<file path="src/rtl/seq_det_pkg.sv">
// Shared definitions for the programmable serial pattern detector:
// width helper, power-on configuration defaults and the pattern-length mask.
package seq_det_pkg;

  localparam int MASK_MAX_W = 64;

  localparam logic [MASK_MAX_W-1:0] DEF_RST_PATTERN = 64'b1101;
  localparam int                    DEF_RST_LEN     = 4;
  localparam bit                    DEF_RST_OVERLAP = 1'b1;

  function automatic int lenWidth(input int maxLen);
    return $clog2(maxLen + 1);
  endfunction

  // Low 'len' bits set; callers truncate to their pattern width.
  function automatic logic [MASK_MAX_W-1:0] lenMask(input int len);
    logic [MASK_MAX_W-1:0] m;
    m = '0;
    for (int i = 0; i < MASK_MAX_W; i++) begin
      if (i < len) m[i] = 1'b1;
    end
    return m;
  endfunction

endpackage

</file>
<file path="src/rtl/seq_det_sat_counter.sv">
// Saturating up-counter; a clear coinciding with an increment leaves the count at 1.
module seq_det_sat_counter
  import seq_det_pkg::*;
#(
  parameter int CNT_W = 16
) (
  input  logic             clk,
  input  logic             rst_n,
  input  logic             i_inc,
  input  logic             i_clr,
  output logic [CNT_W-1:0] o_count
);

  logic [CNT_W-1:0] r_count;
  logic [CNT_W-1:0] w_count_next;

  always_comb begin
    w_count_next = r_count;
    if (i_clr) begin
      w_count_next = i_inc ? CNT_W'(1) : '0;
    end else if (i_inc && (r_count != '1)) begin
      w_count_next = r_count + CNT_W'(1);
    end
  end

  always_ff @(posedge clk or negedge rst_n) begin
    if (!rst_n) begin
      r_count <= '0;
    end else begin
      r_count <= w_count_next;
    end
  end

  assign o_count = r_count;

endmodule

</file>
<file path="src/rtl/seq_detector_param.sv">
// Runtime-programmable serial pattern detector: holds the active config, the
// bit history and fill level, and raises a registered pulse per match.
module seq_detector_param
  import seq_det_pkg::*;
#(
  parameter int                   MAX_LEN     = 8,
  parameter int                   CNT_W       = 16,
  parameter logic [MAX_LEN-1:0]   RST_PATTERN = MAX_LEN'(DEF_RST_PATTERN),
  parameter int                   RST_LEN     = DEF_RST_LEN,
  parameter bit                   RST_OVERLAP = DEF_RST_OVERLAP,
  localparam int                  LEN_W       = lenWidth(MAX_LEN)
) (
  input  logic               clk,
  input  logic               rst_n,
  input  logic               in_valid,
  input  logic               in_bit,
  input  logic               cfg_load,
  input  logic [MAX_LEN-1:0] cfg_pattern,
  input  logic [LEN_W-1:0]   cfg_len,
  input  logic               cfg_overlap,
  input  logic               cnt_clr,
  output logic               detected,
  output logic [CNT_W-1:0]   match_count
);

  localparam logic [LEN_W-1:0] MAX_LEN_L = LEN_W'(MAX_LEN);

  logic [MAX_LEN-1:0] r_pat;
  logic [LEN_W-1:0]   r_len;
  logic               r_ovl;
  logic [MAX_LEN-1:0] r_hist;
  logic [LEN_W-1:0]   r_fill;
  logic               r_detected;

  logic [MAX_LEN-1:0] w_hist_next;
  logic [LEN_W-1:0]   w_fill_inc;
  logic [MAX_LEN-1:0] w_mask;
  logic [LEN_W-1:0]   w_len_clamped;
  logic               w_accept;
  logic               w_match;

  assign w_accept      = in_valid && !cfg_load;
  assign w_hist_next   = {r_hist[MAX_LEN-2:0], in_bit};
  assign w_fill_inc    = (r_fill == MAX_LEN_L) ? r_fill : r_fill + LEN_W'(1);
  assign w_mask        = MAX_LEN'(lenMask(int'(r_len)));
  assign w_len_clamped = (cfg_len > MAX_LEN_L) ? MAX_LEN_L : cfg_len;

  // A zero length leaves the mask empty, so the explicit len check is what disables matching.
  assign w_match = w_accept && (r_len != '0) && (w_fill_inc >= r_len) &&
                   ((w_hist_next & w_mask) == (r_pat & w_mask));

  always_ff @(posedge clk or negedge rst_n) begin
    if (!rst_n) begin
      r_pat      <= RST_PATTERN;
      r_len      <= LEN_W'(RST_LEN);
      r_ovl      <= RST_OVERLAP;
      r_hist     <= '0;
      r_fill     <= '0;
      r_detected <= 1'b0;
    end else if (cfg_load) begin
      r_pat      <= cfg_pattern;
      r_len      <= w_len_clamped;
      r_ovl      <= cfg_overlap;
      r_hist     <= '0;
      r_fill     <= '0;
      r_detected <= 1'b0;
    end else if (in_valid) begin
      r_hist     <= w_hist_next;
      r_fill     <= (w_match && !r_ovl) ? '0 : w_fill_inc;
      r_detected <= w_match;
    end else begin
      r_detected <= 1'b0;
    end
  end

  seq_det_sat_counter #(
    .CNT_W(CNT_W)
  ) u_match_cnt (
    .clk    (clk),
    .rst_n  (rst_n),
    .i_inc  (w_match),
    .i_clr  (cnt_clr),
    .o_count(match_count)
  );

  assign detected = r_detected;

endmodule

</file>
<file path="config.mk">
export PLATFORM = sky130hd
export DESIGN_NAME = seq_detector_param
export DESIGN_NICKNAME = d
export VERILOG_FILES = /design/src/rtl/seq_det_pkg.sv /design/src/rtl/seq_det_sat_counter.sv /design/src/rtl/seq_detector_param.sv
export SDC_FILE = /design/constraint.sdc
export NUM_CORES = 1
export LEC_CHECK = 0
export BUFFER_PORTS_ARGS = -buffer_cell sky130_fd_sc_hd__buf_2
export CAP_MARGIN = 30
export CORE_UTILIZATION = 25
export DETAILED_ROUTE_END_ITERATION = 8
export PLACE_DENSITY = 0.43
export REMOVE_ABC_BUFFERS = 1
export SETUP_SLACK_MARGIN = 0.05
export SLEW_MARGIN = 20
export SYNTH_ARGS = -nofsm -noshare
export SYNTH_HDL_FRONTEND = slang
export SYNTH_SLANG_ARGS = --single-unit
</file>
<file path="constraint.sdc">
create_clock -name clk -period 2.44 [get_ports clk]
set_input_delay 0.61 -clock clk [delete_from_list [all_inputs] [get_ports clk]]
set_output_delay 0.61 -clock clk [all_outputs]
set_load 0.005 [all_outputs]
</file>
==> results of run 1 <==
## worst register-to-register path: stages, from the launching register on
cell      delay, ns
dfrtp_1        0.39
inv_2          0.08
ha_4           0.13
nand2_4        0.06
nor2_4         0.12
xnor2_2        0.13
ha_1           0.25
nand2b_4       0.14
a211oi_2       0.17
o21bai_1       0.08
buf_4          0.16
buf_4          0.14
nand3_4        0.06
buf_8          0.13
nor2_4         0.06
o31ai_1        0.32
## path summary, 6_finish.rpt
path,startpoint,endpoint,slack (ns),depth (start not counted)
max,r_fill[0]$_DFFE_PN0P_,r_fill[0]$_DFFE_PN0P_,-0.11,15
max in group asynchronous,rst_n,r_pat[2]$_DFFE_PN1P_,1.68,2
min in group clk,cfg_len[3],r_len[2]$_DFFE_PN1P_,0.52,2
min,rst_n,detected$_DFF_PN0_,0.38,2
max reg2reg,r_fill[0]$_DFFE_PN0P_,r_fill[0]$_DFFE_PN0P_,-0.11,15
min reg2reg,r_pat[4]$_DFFE_PN0P_,r_pat[4]$_DFFE_PN0P_,0.54,1
## stage by stage
| stage | cells | total power [W] | hold WS (ns) | cell area (um2) |
|---|---|---|---|---|
| 2_1_floorplan | 217 | 0.000845 | 0.314 | 2170 |
| 3_3_place_gp | 372 | 0.000933 | 0.523 | 2570 |
| 3_5_place_dp | 372 | 0.000934 | 0.530 | 2570 |
| 4_1_cts | 383 | 0.00146 | 0.398 | 2740 |
| 5_1_grt | 387 | 0.00156 | 0.437 | 2900 |
| 6_report | 387 | 0.00148 | 0.381 | 2900 |
## layout by cell type (no fill, tap or decap), drive strengths merged, types with 3 or more instances in the layout
cell / instances
or3: 4
buf: 53
or4: 7
o21ai: 11
xnor2: 7
inv: 15
clkbuf: 7
xor2: 3
o22ai: 4
nand2: 17
nor4: 3
nand2b: 3
dfrtp: 36
ha: 7
a21oi: 15
nand3: 13
mux2: 11
o31ai: 7
nor3: 4
nor2: 20
nand4: 5
mux2i: 7
dfstp: 5
## power by group
part / internal, W / leakage, nW / total, W / switching [W]
logic: 0.000120 / 0.665 / 0.000243 / 0.000123
registers: 0.000711 / 0.538 / 0.000737 / 0.0000257
clock network: 0.000256 / 0.0542 / 0.000500 / 0.000244
total: 0.00109 / 1.26 / 0.00148 / 0.000393
## logic make-up after synthesis
family	Yosys count
AND/OR/NAND/NOR	80
AO/OA/AOI/OAI	46
flip-flops	41
buffers and inverters	23
multiplexers	18
XOR/XNOR	10
adder cells (fa/ha/maj)	7
## what timing repair did
action                                  in CTS  in global routing
cloned                                       1                  0
endpoints found under the setup margin      15                 20
pin swaps                                    1                 15
setup buffers                                2                  4
gates resized for setup                     10                 29
## state kept, by name (all words and copies together), names as in the netlist
name,cells
r_ovl,1
r_fill,4
r_pat,8
r_hist,7
detected,1
u_match_cnt.o_count,16
r_len,4
## layer usage
layer	global-route usage, %	part of all wire [%]	vias to the layer above	routed length [um]
met5	0	0	-	0
met4	3.73	1.4	0	76
met3	3.08	4.5	12	250
met2	21.5	46	47	2580
met1	17.6	48	913	2680
li1	-	-	915	-
## cell type report
type                       count  share of cell area (%)
multi-input combinational    162                    42.7
sequential                    41                    35.6
timing repair buffer          53                    11.5
tap                          108                    4.66
clock buffer                   7                    3.32
inverter                      15                    1.94
clock inverter                 1                   0.173
==> results.cfg, run 1 <==
[cts]
htreeDepth = 2
insertion_delay_ns = 0.29
clk_path_buf_depth = 2
cts_buffers = 5
clock-root-buffer = clkbuf_8
clk_pin_slew_ns = 0.08
cts.hold.buffers_added = 0
cts_tree = yes
cts_sinks = 41

[sta]
clock_skew_ns = 0.00702
hold_violations = 0
rsz0062_at_grt = yes
finalWorstSetupSlack_ns = -0.108
tightestPinTransition_ns = 0.631
slew_violations = 0
fin_crit_sh_pct = 104
relSlewSlack_pct = 57.6
fmaxAchievable_mhz = 392
fin_crit_ns = 2.55
setup_tns_ns = -0.540
setup_viol = 9

[setup_path]
arrival_ns = 2.73
worstSetupStartpointType = flip-flop
critPathMaxStageDelay_ns = 0.39
path_max_fanout = 7
cpLargestDelayFamily = compound AO/OA/AOI/OAI gates
cp_cell_sequence = inv_2 -> ha_4 -> nand2_4 -> nor2_4 -> xnor2_2 -> ha_1 -> nand2b_4 -> a211oi_2 -> o21bai_1 -> buf_4 -> buf_4 -> nand3_4 -> buf_8 -> nor2_4 -> o31ai_1
crit_path_end_kind = flip-flop
path_class = flip-flop to flip-flop
cp_num_buf_inv = 4
critPathSlowestCell = dfrtp_1
worstPathRequired_ns = 2.62

[layout]
fin_nets = 304
drive_gt1_share_pct = 39.1
antenna_cells = 0
ff_latch_area_um2 = 1030
final_util_pct = 33.4
synthToLayoutAreaGrowth_pct = 30.5
multi_input_area_um2 = 1240
nFillCells = 926

[floorplan]
dieWidth_um = 96.3
fp.coreArea_um2 = 8680
start_util_pct = 25.6
rows = 34
num_io_pins = 36
dieHeight_um = 96.3
die-area_um2 = 9260

[pwr]
vdd_drop_max_uv = 302
powerDensity_nw_per_um2 = 511
p_leak_nw = 1.26

[grt]
grt_pass1_vias = 1898
antenna_found_initial = 0
grt_overflow = 0
grt_max_degree = 42
grt_use_total_pct = 13.3
grt_pass1_wl_um = 9380

[run_status]
violations = setup timing
outcome = complete, but fails checks

[detailed_routing]
detail-route-antenna-nets = 0
wl_per_cell_um = 14.4
drc = 0
dr.pass1.iters = 4
wl_um = 5590
via_count = 1887
initialDrtViolationCount = 48
drt-vias-per-instance = 4.88

[synth]
synthMostInstantiatedCell = dfrtp_1
synth_top_area_cell = dfrtp_1
synthMuxAreaShare_pct = 8.73
synthTopCellsByCount = dfrtp_1, nor2_1, nand2_1
synth_area_per_cell_um2 = 9.87
synth_seq_area_share_pct = 46.5
ys.flop_type = dfrtp_1
synth_edf_count = 0
synth.top_cell.area_share_pct = 40.6
synth_xor_area_share_pct = 3.94
synth_top_family_by_area = simple AND/OR/NAND/NOR gates
synth-compound-area-share_pct = 12.9
synth.distinct_cells = 41
synth_warnings = 0
synthSimpleGateAreaFrac_pct = 19.4
synthArstFlopShare_pct = 100
ys_top_cells_by_area = dfrtp_1, dfstp_2, mux2_2
synth_fa_ha_area_share_pct = 3.94
syn_inst = 225
synth.ff_latch_count = 41
syn-cell-area_um2 = 2220

[hold_path]
min_path_type = input port to asynchronous set/reset pin

[place]
io_buffers = 35
gp_congestion = 0.767
pre_cts_slack_ns = -0.161
dp_hpwl_um = 3760

[job]
maxCapViolCount = 0
Note: power is estimated with default switching activity, not from simulation.
==> run 2, diff against run 1 <==
--- a/config.mk
+++ b/config.mk
@@ -7,3 +7,2 @@
 export LEC_CHECK = 0
-export BUFFER_PORTS_ARGS = -buffer_cell sky130_fd_sc_hd__buf_2
 export CAP_MARGIN = 30
@@ -11,3 +10,4 @@
 export DETAILED_ROUTE_END_ITERATION = 8
-export PLACE_DENSITY = 0.43
+export DONT_BUFFER_PORTS = 1
+export PLACE_DENSITY = 0.4
 export REMOVE_ABC_BUFFERS = 1
--- a/constraint.sdc
+++ b/constraint.sdc
@@ -3,2 +3,2 @@
 set_output_delay 0.61 -clock clk [all_outputs]
-set_load 0.005 [all_outputs]
+set_load 0.05 [all_outputs]
==> run 2 against run 1 <==
  * The run still ends with setup timing left
  * Fmax fell by 1.7%
  * Non-clock buffer count fell by 20
  * Setup slack got worse by 0.043 ns
  * Combinational power fell by 21%
  * Global-route usage fell by 0.39 points
  * Routed wire length rose by 4.0%
  * Sequential power barely moved
  * Sequential share of layout area rose by 0.58 points
  * Die area did not move
  * Register-to-register slack got worse by 0.04 ns
  * Critical path type unchanged
  * Largest cell class unchanged
  * Highest routed layer unchanged
==> results.cfg, run 2 (synthesis gave the netlist of run 1 again) <==
[run_status]
outcome = complete, but fails checks
violations = setup timing

[sta]
clock_skew_ns = 0.00320
fin_crit_ns = 2.59
finalWorstSetupSlack_ns = -0.151
setup_viol = 10
hold_violations = 0
fmaxAchievable_mhz = 386
rsz0062_at_grt = yes
relSlewSlack_pct = 52.3
slew_violations = 0
tightestPinTransition_ns = 0.710
fin_crit_sh_pct = 106

[layout]
largest_reg_flops = 16
final_cell_mix = dfrtp_1, buf_4, nor2_1, nand2_1
nFillCells = 925
antenna_cells = 0
fin_nets = 284
synthToLayoutAreaGrowth_pct = 28.4
fin_cells = 367
final_common_cell = dfrtp_1
drive_gt1_share_pct = 33.2

[hold_path]
min_path_type = input port to asynchronous set/reset pin

[detailed_routing]
dr.pass1.iters = 4
via_count = 1793
wl_um = 5810
wl_per_cell_um = 15.8
initialDrtViolationCount = 43
detail-route-antenna-nets = 0
drt-vias-per-instance = 4.89
drc = 0

[cts]
cts_sinks = 41
clock-root-buffer = clkbuf_8
cts_tree = yes
clk_path_buf_depth = 2
htreeDepth = 2
insertion_delay_ns = 0.29
cts_buffers = 5
clk_pin_slew_ns = 0.08

[pwr]
power_w = 0.00140
p_leak_nw = 1.15
combPwrFrac_pct = 13.7
vdd_drop_max_uv = 273
p_switching_w = 0.000366
power_frac_clock_pct = 33.7
powerDensity_nw_per_um2 = 492
p_sw_share_pct = 26.1
p_seq_share_pct = 52.6
p_int_w = 0.00104

[setup_path]
path_class = flip-flop to flip-flop
critPathMaxStageDelay_ns = 0.57
path_max_fanout = 7
critPathSlowestCell = or4_4
arrival_ns = 2.82
ff2ff_path_depth = 13
worstPathRequired_ns = 2.67
cp_cell_sequence = inv_2 -> ha_4 -> nand2_4 -> nor2_4 -> xnor2_4 -> ha_1 -> nand2b_4 -> a211oi_2 -> o21bai_1 -> buf_4 -> nand4_4 -> or4_4 -> a21oi_2
crit_path_end_kind = flip-flop
worstSetupStartpointType = flip-flop

[place]
io_buffers = 0
dp_hpwl_um = 3830
gp_congestion = 0.806
post-place-cells = 353

[floorplan]
dieWidth_um = 96.3
num_io_pins = 36
fp.coreArea_um2 = 8680
start_util_pct = 25.6
die-area_um2 = 9260
dieHeight_um = 96.3
rows = 34

[grt]
grt_pass1_vias = 1724
grt_use_total_pct = 12.9
antenna_found_initial = 0
grt_max_degree = 37
grt_pass1_wl_um = 9010
grt_overflow = 0

[job]
maxCapViolCount = 0
-- run 2: critical path: cells and delay by family (launching register included) --
family	cells	cell delay [ns]
buffers and inverters	2	0.26
AND/OR/NAND/NOR	5	1.07
adder cells (fa/ha/maj)	2	0.42
flip-flops	1	0.39
XOR/XNOR	1	0.10
AO/OA/AOI/OAI	3	0.30
-- run 2: layout make-up --
cell class | instances | area, um2 | area share [%]
clock buffer | 8 | 90.1 | 3.16
inverter | 15 | 56.3 | 1.97
multi-input combinational | 162 | 1270 | 44.4
sequential | 41 | 1030 | 36.2
tap | 108 | 135 | 4.74
timing repair buffer | 33 | 272 | 9.52
-- run 2: what timing repair did --
| item | 4_1_cts | 5_1_grt |
|---|---|---|
| resized for setup | 8 | 29 |
| buffers inserted | 1 | 4 |
| endpoints found under the hold margin | 36 | 0 |
| hold buffers | 1 | 0 |
| endpoints found under the setup margin | 17 | 20 |
| pin swaps | 3 | 10 |
| gates cloned | 1 | 0 |
-- run 2: worst paths after layout --
check | to | slack, ns | startpoint
min in group clk | u_match_cnt.o_count[5]$_DFFE_PN0P_ | 0.36 | cnt_clr
worst max-delay path | u_match_cnt.o_count[13]$_DFFE_PN0P_ | -0.15 | r_fill[0]$_DFFE_PN0P_
worst max register to register | u_match_cnt.o_count[13]$_DFFE_PN0P_ | -0.15 | r_fill[0]$_DFFE_PN0P_
worst min-delay path | u_match_cnt.o_count[6]$_DFFE_PN0P_ | 0.15 | rst_n
worst min register to register | r_pat[6]$_DFFE_PN0P_ | 0.54 | r_pat[6]$_DFFE_PN0P_
max in group asynchronous | r_hist[0]$_DFFE_PN0P_ | 2.09 | rst_n
-- run 2: routing by layer --
layer  track usage [%]  part of all wire, %
met1              17.7                   46
met2              19.8                   48
met3              3.24                  5.7
met4              3.73                 0.93
met5                 0                    0
-- run 2: power groups by stage --
stage	combinational (W)	sequential [W]	clock, W
floorplan	0.000102	0.000745	0
global placement	0.000138	0.000750	0
detailed placement	0.000138	0.000750	0
CTS	0.000167	0.000736	0.000494
global route	0.000212	0.000742	0.000518
finish	0.000192	0.000737	0.000472
-- run 2: stage by stage --
stage	area (um2)	setup slack [ns]	hold slack (ns)	setup TNS, ns	utilization (%)
2_1_floorplan	2170	-0.0464	0.314	-0.191	-
3_3_place_gp	2520	-0.0458	0.316	-0.259	29.0
3_5_place_dp	2520	-0.0796	0.316	-0.386	29.0
4_1_cts	2680	-0.0657	0.135	-0.353	30.9
5_1_grt	2850	-0.296	0.127	-3.01	32.9
6_report	2850	-0.151	0.145	-0.973	32.9
